`src/rtl/lcd_bus_ctrl.sv`:
```
// ---------------------------------------------------------------------------
// lcd_bus_ctrl
//
// Bus timing engine for an HD44780-compatible LCD in 8-bit mode. It sits
// downstream of the init/text sequencer. The sequencer supplies one byte
// (data + RS) per request. This block drives the LCD pins through setup,
// enable pulse, hold and the controller's execution time, then reports
// completion. The sequencer never has to count bus cycles.
//
// Handshake
//   The sequencer raises i_start and holds it high. The byte is latched on
//   the first clock edge where i_start is seen in IDLE (the accept edge).
//   o_busy goes high on that edge. o_done pulses for one cycle when the
//   transfer is complete. The engine then waits for i_start to drop before
//   it will accept another byte, so a start held high never re-sends.
//
// Ports
//   i_clk        in     1  system clock
//   i_rst_n      in     1  asynchronous active-low reset
//   i_data       in     8  byte to write
//   i_rs         in     1  0 = instruction, 1 = data
//   i_start      in     1  request level, held until o_done is seen
//   o_done       out    1  one-cycle completion pulse
//   o_busy       out    1  high from the accept edge through the o_done cycle
//   o_err        out    1  busy-flag poll timeout, pulses with o_done
//   io_lcd_data  inout  8  LCD DB[7:0]
//   o_lcd_rw     out    1  LCD R/W (0 = write)
//   o_lcd_en     out    1  LCD E
//   o_lcd_rs     out    1  LCD RS
//
// Configuration
//   LCD_BUSY_POLL_EN  When defined, the fixed post-write wait is replaced by
//                     reading the busy flag. Each read uses the same
//                     SETUP/EN_HI/HOLD timing, with the bus released and
//                     rw=1. If the flag stays set for POLL_MAX reads, the
//                     transfer completes with o_err.
//                     When undefined, the bus is always driven, o_lcd_rw is
//                     tied to 0 and o_err is tied to 0.
//
// Cycle budget (fixed-wait build). The accept cycle is cycle 0. SETUP,
// EN_HI, HOLD and EXEC then follow back to back, and o_done is high in cycle
//   1 + T_SETUP + T_EN_HIGH + T_HOLD + T_EXEC(sel)
// counted from that accept cycle.
// ---------------------------------------------------------------------------
module lcd_bus_ctrl #(
  parameter int unsigned T_SETUP     = 4,
  parameter int unsigned T_EN_HIGH   = 16,
  parameter int unsigned T_HOLD      = 4,
  parameter int unsigned T_EXEC      = 2048,
  parameter int unsigned T_EXEC_LONG = 82000,
  parameter int unsigned POLL_MAX    = 1024
) (
  input  logic       i_clk,
  input  logic       i_rst_n,
  input  logic [7:0] i_data,
  input  logic       i_rs,
  input  logic       i_start,
  output logic       o_done,
  output logic       o_busy,
  output logic       o_err,
  inout  wire  [7:0] io_lcd_data,
  output logic       o_lcd_rw,
  output logic       o_lcd_en,
  output logic       o_lcd_rs
);

  // -------------------------------------------------------------------------
  // Delay counter sizing. A single down-counter covers every state. It is
  // sized for the longest wait, so all shorter loads fit without wrap.
  // -------------------------------------------------------------------------
  localparam int unsigned CNT_MAX = (T_EXEC_LONG > T_EN_HIGH) ? T_EXEC_LONG : T_EN_HIGH;
  localparam int unsigned CNT_W   = $clog2(CNT_MAX + 1);

  typedef logic [CNT_W-1:0] cnt_t;

  // Each state runs for T cycles: the counter is loaded with T-1 on entry
  // and the state exits on the cycle in which the counter reads zero.
  localparam cnt_t LD_SETUP   = cnt_t'(T_SETUP - 1);
  localparam cnt_t LD_EN_HIGH = cnt_t'(T_EN_HIGH - 1);
  localparam cnt_t LD_HOLD    = cnt_t'(T_HOLD - 1);

  // Reject parameter sets that would underflow a load value or not fit
  // the counter.
  if (T_SETUP < 1 || T_EN_HIGH < 1 || T_HOLD < 1 || T_EXEC < 1 ||
      POLL_MAX < 1 || T_SETUP > CNT_MAX || T_HOLD > CNT_MAX ||
      T_EXEC > CNT_MAX) begin : g_bad_params
    $error("lcd_bus_ctrl: illegal timing parameters");
  end

  typedef enum logic [2:0] {
    IDLE    = 3'd0,
    SETUP   = 3'd1,
    EN_HI   = 3'd2,
    HOLD    = 3'd3,
    EXEC    = 3'd4,
    DONE    = 3'd5,
    RELEASE = 3'd6
  } state_t;

  state_t state_q, state_d;
  cnt_t   cnt_q, cnt_d;
  logic   accept;

  // Bus holding registers. They are loaded only on the accept edge.
  logic [7:0] data_q;
  logic       rs_q;

  // Registered status and strobe outputs. Each one is decoded from the
  // next state, so it changes on the same edge as the state register.
  logic en_q;
  logic done_q;
  logic busy_q;

`ifdef LCD_BUSY_POLL_EN
  localparam int unsigned PC_W = $clog2(POLL_MAX + 1);
  typedef logic [PC_W-1:0] pcnt_t;
  localparam pcnt_t POLL_LAST = pcnt_t'(POLL_MAX - 1);

  logic  polling_q, polling_d;   // set while SETUP/EN_HI/HOLD are a flag read
  pcnt_t poll_cnt_q, poll_cnt_d; // completed reads that returned BF=1
  logic  bf_q;                   // busy flag from the most recent read
  logic  err_d, err_q;
  logic  rw_q;
  logic  oe_q;                   // 1 = this block drives io_lcd_data
  logic  rs_pin_q;               // RS forced low while reading the flag
`else
  localparam cnt_t LD_EXEC      = cnt_t'(T_EXEC - 1);
  localparam cnt_t LD_EXEC_LONG = cnt_t'(T_EXEC_LONG - 1);

  // Clear display (0x01) and return home (0x02) take far longer to execute
  // than any other instruction.
  logic long_cmd;
  assign long_cmd = !rs_q && (data_q == 8'h01 || data_q == 8'h02);
`endif

  // -------------------------------------------------------------------------
  // Next-state logic
  // -------------------------------------------------------------------------
  // NOTE: every signal written here gets a default first. Otherwise any
  // path through the case that skips an assignment would infer a latch.
  always_comb begin
    state_d = state_q;
    cnt_d   = cnt_q;
    accept  = 1'b0;
`ifdef LCD_BUSY_POLL_EN
    polling_d  = polling_q;
    poll_cnt_d = poll_cnt_q;
    err_d      = 1'b0;
`endif

    unique case (state_q)
      IDLE: begin
        if (i_start) begin
          accept  = 1'b1;
          state_d = SETUP;
          cnt_d   = LD_SETUP;
        end
      end

      SETUP: begin
        if (cnt_q == '0) begin
          state_d = EN_HI;
          cnt_d   = LD_EN_HIGH;
        end else begin
          cnt_d = cnt_q - cnt_t'(1);
        end
      end

      EN_HI: begin
        if (cnt_q == '0) begin
          state_d = HOLD;
          cnt_d   = LD_HOLD;
        end else begin
          cnt_d = cnt_q - cnt_t'(1);
        end
      end

      HOLD: begin
        if (cnt_q == '0) begin
`ifdef LCD_BUSY_POLL_EN
          if (!polling_q) begin
            // Write cycle finished: start the first busy-flag read.
            polling_d  = 1'b1;
            poll_cnt_d = '0;
            state_d    = SETUP;
            cnt_d      = LD_SETUP;
          end else if (!bf_q) begin
            polling_d = 1'b0;
            state_d   = DONE;
          end else if (poll_cnt_q == POLL_LAST) begin
            polling_d = 1'b0;
            err_d     = 1'b1;
            state_d   = DONE;
          end else begin
            poll_cnt_d = poll_cnt_q + pcnt_t'(1);
            state_d    = SETUP;
            cnt_d      = LD_SETUP;
          end
`else
          state_d = EXEC;
          cnt_d   = long_cmd ? LD_EXEC_LONG : LD_EXEC;
`endif
        end else begin
          cnt_d = cnt_q - cnt_t'(1);
        end
      end

      EXEC: begin
        if (cnt_q == '0) begin
          state_d = DONE;
        end else begin
          cnt_d = cnt_q - cnt_t'(1);
        end
      end

      DONE: state_d = RELEASE;

      // Hold here until the sequencer drops start. This keeps a start that
      // is still high from re-sending the same byte.
      RELEASE: begin
        if (!i_start) state_d = IDLE;
      end

      default: state_d = IDLE;
    endcase
  end

  // -------------------------------------------------------------------------
  // State, counter and pin registers
  // -------------------------------------------------------------------------
  // NOTE: sequential state uses non-blocking assignments only. Every flop
  // then samples values from before the edge, whatever order the blocks
  // evaluate in.
  always_ff @(posedge i_clk or negedge i_rst_n) begin
    if (!i_rst_n) begin
      state_q <= IDLE;
      cnt_q   <= '0;
      data_q  <= 8'h00;
      rs_q    <= 1'b0;
      en_q    <= 1'b0;
      done_q  <= 1'b0;
      busy_q  <= 1'b0;
    end else begin
      state_q <= state_d;
      cnt_q   <= cnt_d;
      if (accept) begin
        data_q <= i_data;
        rs_q   <= i_rs;
      end
      en_q   <= (state_d == EN_HI);
      done_q <= (state_d == DONE);
      busy_q <= !(state_d inside {IDLE, RELEASE});
    end
  end

`ifdef LCD_BUSY_POLL_EN
  always_ff @(posedge i_clk or negedge i_rst_n) begin
    if (!i_rst_n) begin
      polling_q  <= 1'b0;
      poll_cnt_q <= '0;
      bf_q       <= 1'b0;
      err_q      <= 1'b0;
      rw_q       <= 1'b0;
      oe_q       <= 1'b1;
      rs_pin_q   <= 1'b0;
    end else begin
      polling_q  <= polling_d;
      poll_cnt_q <= poll_cnt_d;
      err_q      <= err_d;
      // Sample BF in the last EN-high cycle, while the LCD is driving it.
      if (state_q == EN_HI && cnt_q == '0 && polling_q) begin
        bf_q <= io_lcd_data[7];
      end
      rw_q     <= polling_d;
      oe_q     <= !polling_d;
      rs_pin_q <= polling_d ? 1'b0 : (accept ? i_rs : rs_q);
    end
  end

  assign io_lcd_data = oe_q ? data_q : 8'hzz;
  assign o_lcd_rw    = rw_q;
  assign o_lcd_rs    = rs_pin_q;
  assign o_err       = err_q;
`else
  assign io_lcd_data = data_q;
  assign o_lcd_rw    = 1'b0;
  assign o_lcd_rs    = rs_q;
  assign o_err       = 1'b0;
`endif

  assign o_lcd_en = en_q;
  assign o_done   = done_q;
  assign o_busy   = busy_q;

endmodule
```
`config.mk`:
```
export PLATFORM = sky130hd
export DESIGN_NAME = lcd_bus_ctrl
export DESIGN_NICKNAME = d
export VERILOG_FILES = /design/src/rtl/lcd_bus_ctrl.sv
export SDC_FILE = /design/constraint.sdc
export NUM_CORES = 1
export LEC_CHECK = 0
export ABC_AREA = 0
export CAP_MARGIN = 20
export CELL_PAD_IN_SITES_DETAIL_PLACEMENT = 1
export CELL_PAD_IN_SITES_GLOBAL_PLACEMENT = 2
export CORE_ASPECT_RATIO = 0.5
export CORE_MARGIN = 4
export CORE_UTILIZATION = 34
export CTS_CLUSTER_SIZE = 8
export DETAILED_ROUTE_END_ITERATION = 8
export HOLD_SLACK_MARGIN = 0.03
export PLACE_DENSITY = 0.8
export SYNTH_ARGS = -nofsm -noshare
export SYNTH_HDL_FRONTEND = slang
export SYNTH_SLANG_ARGS = --single-unit
```
`constraint.sdc`:
```
create_clock -name i_clk -period 3.5 [get_ports i_clk]
set_clock_uncertainty 0.1 [all_clocks]
set_input_delay 1.05 -clock i_clk [delete_from_list [all_inputs] [get_ports i_clk]]
set_output_delay 1.05 -clock i_clk [all_outputs]
set_load 0.005 [all_outputs]
```
; Word level (Yosys, flattened, before mapping)
; Index checks and enable logic that the tools add are counted.
[op_classes]
reduce_logical = 10
mux = 16
eq_ne = 13
add_sub_neg = 1
[op_table]
columns = operator, count
row1 = two-way mux 17 bit, 6
row2 = case mux 17 bit (5 select lines), 1
row3 = case mux 3 bit (7 select lines), 1
row4 = two-way mux 3 bit, 6
row5 = logical NOT 17 bit, 1
row6 = "subtractor 17 x 1 -> 17 bit, second input constant", 1
row7 = "== test 3 bit, second input constant", 5
row8 = "== test 3 x 2 -> 1 bit, second input constant", 3
row9 = "== test 8 x 1 -> 1 bit, second input constant", 1
row10 = "== test 8 x 2 -> 1 bit, second input constant", 1
row11 = logical NOT 3 bit, 2
row12 = nonzero test 5 bit, 1
row13 = "inequality test 2 bit, second input constant", 2
row14 = "== test 3 x 1 -> 1 bit, second input constant", 1
row15 = AND reduction 3 bit, 1
row16 = logical NOT 1 bit, 2
row17 = two-way mux 1 bit, 2
row18 = nonzero test 2 bit, 1
row19 = logical AND 1 bit, 1
row20 = logical OR 1 bit, 1
[word_totals]
word_cells = 47
ff_bits = 32
input_bits = 12
out_inout_bits = 14

; Longest topological paths before layout
[depth]
depth_word = 6
ltp_mapped = 9

; Worst setup path before layout
; Ideal clock, no wire load.
[synth_path]
path_kind = reg-to-reg
startpoint = reg cnt_q[0]
endpoint = reg en_q (netlist: o_lcd_en)
arrival_ns = 2.320
slack_ns = 1.006
t_required_ns = 3.326
path_stages_with_launch = 9
setup_time_ns = 0.074
period_less_slack_ns = 2.494
cell_sequence = dfrtp_1 inv_1 ha_1 or4b_1 or4_4 buf_6 buf_8 or3_4 a21oi_2
[synth_via]
elab_chain_len = 4
elab_cells_between_ends = 7
classes_between = 1 x eq/ne / 5 x mux / 1 x reduce/logical
[synth_rtl]
columns = element, line_no
row1 = start: declaration, 101  ; cnt_t cnt_q, cnt_d;
row2 = start signal: assignment, 245  ; cnt_q <= cnt_d;
row3 = logical NOT 17 bit (*), n/a
row4 = "two-way mux 3 bit, on equally long branches", n/a
row5 = case mux 3 bit (7 select lines) (*), 151  ; unique case (state_q)
row6 = == test 3 x 2 -> 1 bit (*), 250  ; en_q <= (state_d == EN_HI);
row7 = end signal: assignment, 250
row8 = end: declaration, 110  ; logic en_q;
; Mark *: on every way between the ends. The rest lies on a longest branch, timed or not.
; A chain may end at the register's enable or synchronous reset.

; Worst setup path in the final report
[layout_path]
startpoint = reg cnt_q[0]
endpoint = reg cnt_q[6]
[layout_via]
elab_chain_len = 3
elab_cells_between_ends = 9
classes_between = 1 x add/sub / 1 x eq/ne / 5 x mux / 2 x reduce/logical
[layout_rtl]
columns = element, line_no
row1 = subtractor 17 x 1 -> 17 bit / logical NOT 17 bit (equally long branches), n/a
row2 = two-way mux 17 bit (tied with other cells), 209  ; if (cnt_q == '0) begin
row3 = case mux 17 bit (5 select lines) / AND reduction 3 bit (equally long branches), n/a
; Parallel ways exist; a longest one is shown, timed or not. The select of a mux whose other input is x is not followed.

==> results.ini <==
[run_status]
status = complete, no violations

[drt]
drt_iter0_markers = 120
wl_met1_mm = 2.88
vias = 1895
wl_per_cell_microns = 19.6
finalWirelength_mm = 6.16
viasPerCell = 6.04
top_layer_used = met4
wl_met3_microns = 472
antenna_left = 0
wl_met2_mm = 2.76
drc = 0
dr.pass1.iters = 4

[timing]
period_share = 0.796
slew_headroom = 0.465
fmax_mhz = 359
finalSetupViolations = 0
setup_tns_ns = 0
worst_pin_slew_ns = 0.795
drv_slew = 0
grt_setup_unrepaired = no
hold_violations = 0
min_period_ns = 2.78
setup_ws_ns = 0.715

[pwr]
power_mw = 1.83
p_leak_nw = 0.957
peakVddDrop_v = 0.000329
power_density_nw_per_um2 = 766

[final_layout]
fillers = 646
final_area_sq_um = 2390
antenna_cells = 0
drive_gt1_frac = 0.137
seqCellArea_sq_um = 801
utilization = 0.424
syn_to_final_growth_pct = 17.7
finalNetCount = 254
multi_input_area_sq_um = 1100

[logic_synthesis]
synth_edf_count = 0
yosys-top-cells-count = dfrtp_1 (32), o21ai_0 (18), nand2_1 (17), nand3_1 (14), nor3_1 (14)
netlist_area_sq_um = 2030
synthArstFlopShare = 1.00
yosysTopAreaCell = dfrtp_1
synth.yosys.warnings = 0
netlist.area_leader.share = 0.394
synthCells = 224
synth_cell_types = 57
yosys-top-cells-area = dfrtp_1 (39%), mux2_2 (5.0%), o21ai_0 (4.4%), nand3_1 (3.5%), nor3_1 (3.5%)
ys_seq_elements = 32
ys_seq_area_frac = 0.394
synth_ff_type = dfrtp_1
synth_most_common_cell = dfrtp_1
syn_area_per_cell_sq_um = 9.07

[grt]
grt_max_degree = 33
antenna_found_initial = 0
overflow = 0
grt_pass1_wl_mm = 10.4
grt_pass1_vias = 1971
track_usage = 0.181

[clock_tree]
htree_levels = 2
cts_hold_buf = 0
clk_pin_slew_ns = 0.06
cts_tree = done
clock-sinks = 32
numCtsBuffers = 5
ctsRootBufferMaster = clkbuf_16
clk_latency_ns = 0.28
cts.repair.resized = 0
cts.path.max_buffers = 2
postCtsSetupRepairBufs = 0

[place]
place.gp.congestion = 0.832
pre_cts_slack_ns = 0.587
dpl_cell_area_sq_um = 2230
dpl.hpwl_mm = 4.50
io_buffers = 15

[floorplanning]
dieArea_sq_um = 7350
die_w_microns = 117
die_h_microns = 62.6
rows = 19
pin_count = 26
start_util = 0.360
core_area_sq_um = 5630

[worst_setup_path]
worstSetupStartpoint = cnt_q[0]
crit_path_max_fanout = 14
crit_path_end = cnt_q[6]
cp-end-kind = flop
critPathKind = flop to flop
r2r-end = cnt_q[6]
arrival_ns = 2.85
cp.required_ns = 3.56
r2r_slack_ns = 0.72
start_kind = flop
r2r-start = cnt_q[0]
reg2reg_depth = 7

[job]
cap_violations = 0

[worst_hold_path]
hold_path.class = flop to flop

[metal layers]
metal | vias up | track usage
met1 | 949 | 0.259
met3 | 6 | 0.0513
met2 | 64 | 0.268
li1 | 876 | -
met5 | - | 0
met4 | 0 | 0.0401
[worst min path at each step]
stage                   startpoint        endpoint  depth (start not counted)
floorplan                cnt_q[16]       cnt_q[16]                          2
global placement    io_lcd_data[4]  io_lcd_data[4]                          1
detailed placement  io_lcd_data[5]  io_lcd_data[5]                          1
CTS                 io_lcd_data[5]  io_lcd_data[5]                          1
global route        io_lcd_data[5]  io_lcd_data[5]                          1
finish              io_lcd_data[5]  io_lcd_data[5]                          1
[power by group]
| group | total [mW] | switching (mW) | internal (mW) | leakage [nW] |
|---|---|---|---|---|
| Clock | 0.496 | 0.161 | 0.335 | 0.0808 |
| Sequential | 0.713 | 0.202 | 0.511 | 0.394 |
| Combinational | 0.621 | 0.339 | 0.282 | 0.482 |
[cell type report]
| type | instances | share of cell area |
|---|---|---|
| Multi-Input combinational cell | 172 | 0.462 |
| Sequential cell | 32 | 0.335 |
| Clock buffer | 6 | 0.0539 |
| Tap cell | 73 | 0.0382 |
| Clock inverter | 2 | 0.0147 |
| Timing Repair Buffer | 22 | 0.0848 |
| Inverter | 7 | 0.0110 |
[sequential cells by signal (all words and copies together) (netlist names)]
register and cells:
cnt_q 17, io_lcd_data 8, state_q 3, o_busy 1, o_done 1, o_lcd_en 1, o_lcd_rs 1
[placed cells by master (no fill, tap or decap), drive strengths merged, types with 2 or more instances in the layout]
cell           Yosys  routed
mux2i              2       2
nand2             17      17
ha                 2       2
o311ai             2       2
o211ai             4       4
a211oi             2       2
dfrtp             32      32
o21bai             2       2
inv                7       7
a31oi              3       3
nor3              15      15
nand3b             2       2
a32oi              2       2
nand4b             2       2
o21ai             18      18
or2                2       2
clkbuf             5       6
conb               1       2
mux2               9       9
buf                9       7
a21oi             12      12
nor4               7       7
or4                5       5
o31ai              3       3
o22ai              2       2
and3               4       4
o31a               2       2
a221oi             2       2
nor2              12      12
nand3             14      14
nand2b             2       2
clkdlybuf4s50      0      15
nand4              2       2
a21o               2       2
and2               2       2
or3                3       3
[kinds of logic after synthesis]
group,count (synthesis),share of synthesized area
compound gates,62,0.208
buf+inv,21,0.0635
simple gates,94,0.256
other cells,1,0.00185
flops,32,0.394
xor+xnor,1,0.00431
fa+ha+maj,2,0.0123
mux,11,0.0598
[worst max-delay path, cell delays in order (launching register included)]
cell	delay, ns
dfrtp_1	0.40
inv_1	0.15
ha_1	0.19
or4b_1	0.52
or4_4	0.70
a31oi_4	0.38
o21bai_1	0.13
o211a_1	0.13
[stage by stage]
stage,std cells,hold WS (ns)
2_1_floorplan,225,0.381
6_report,314,0.428
5_1_grt,314,0.449
4_1_cts,314,0.436
3_3_place_gp,306,0.415
3_5_place_dp,306,0.423
Power figures use the tool's default switching activity.
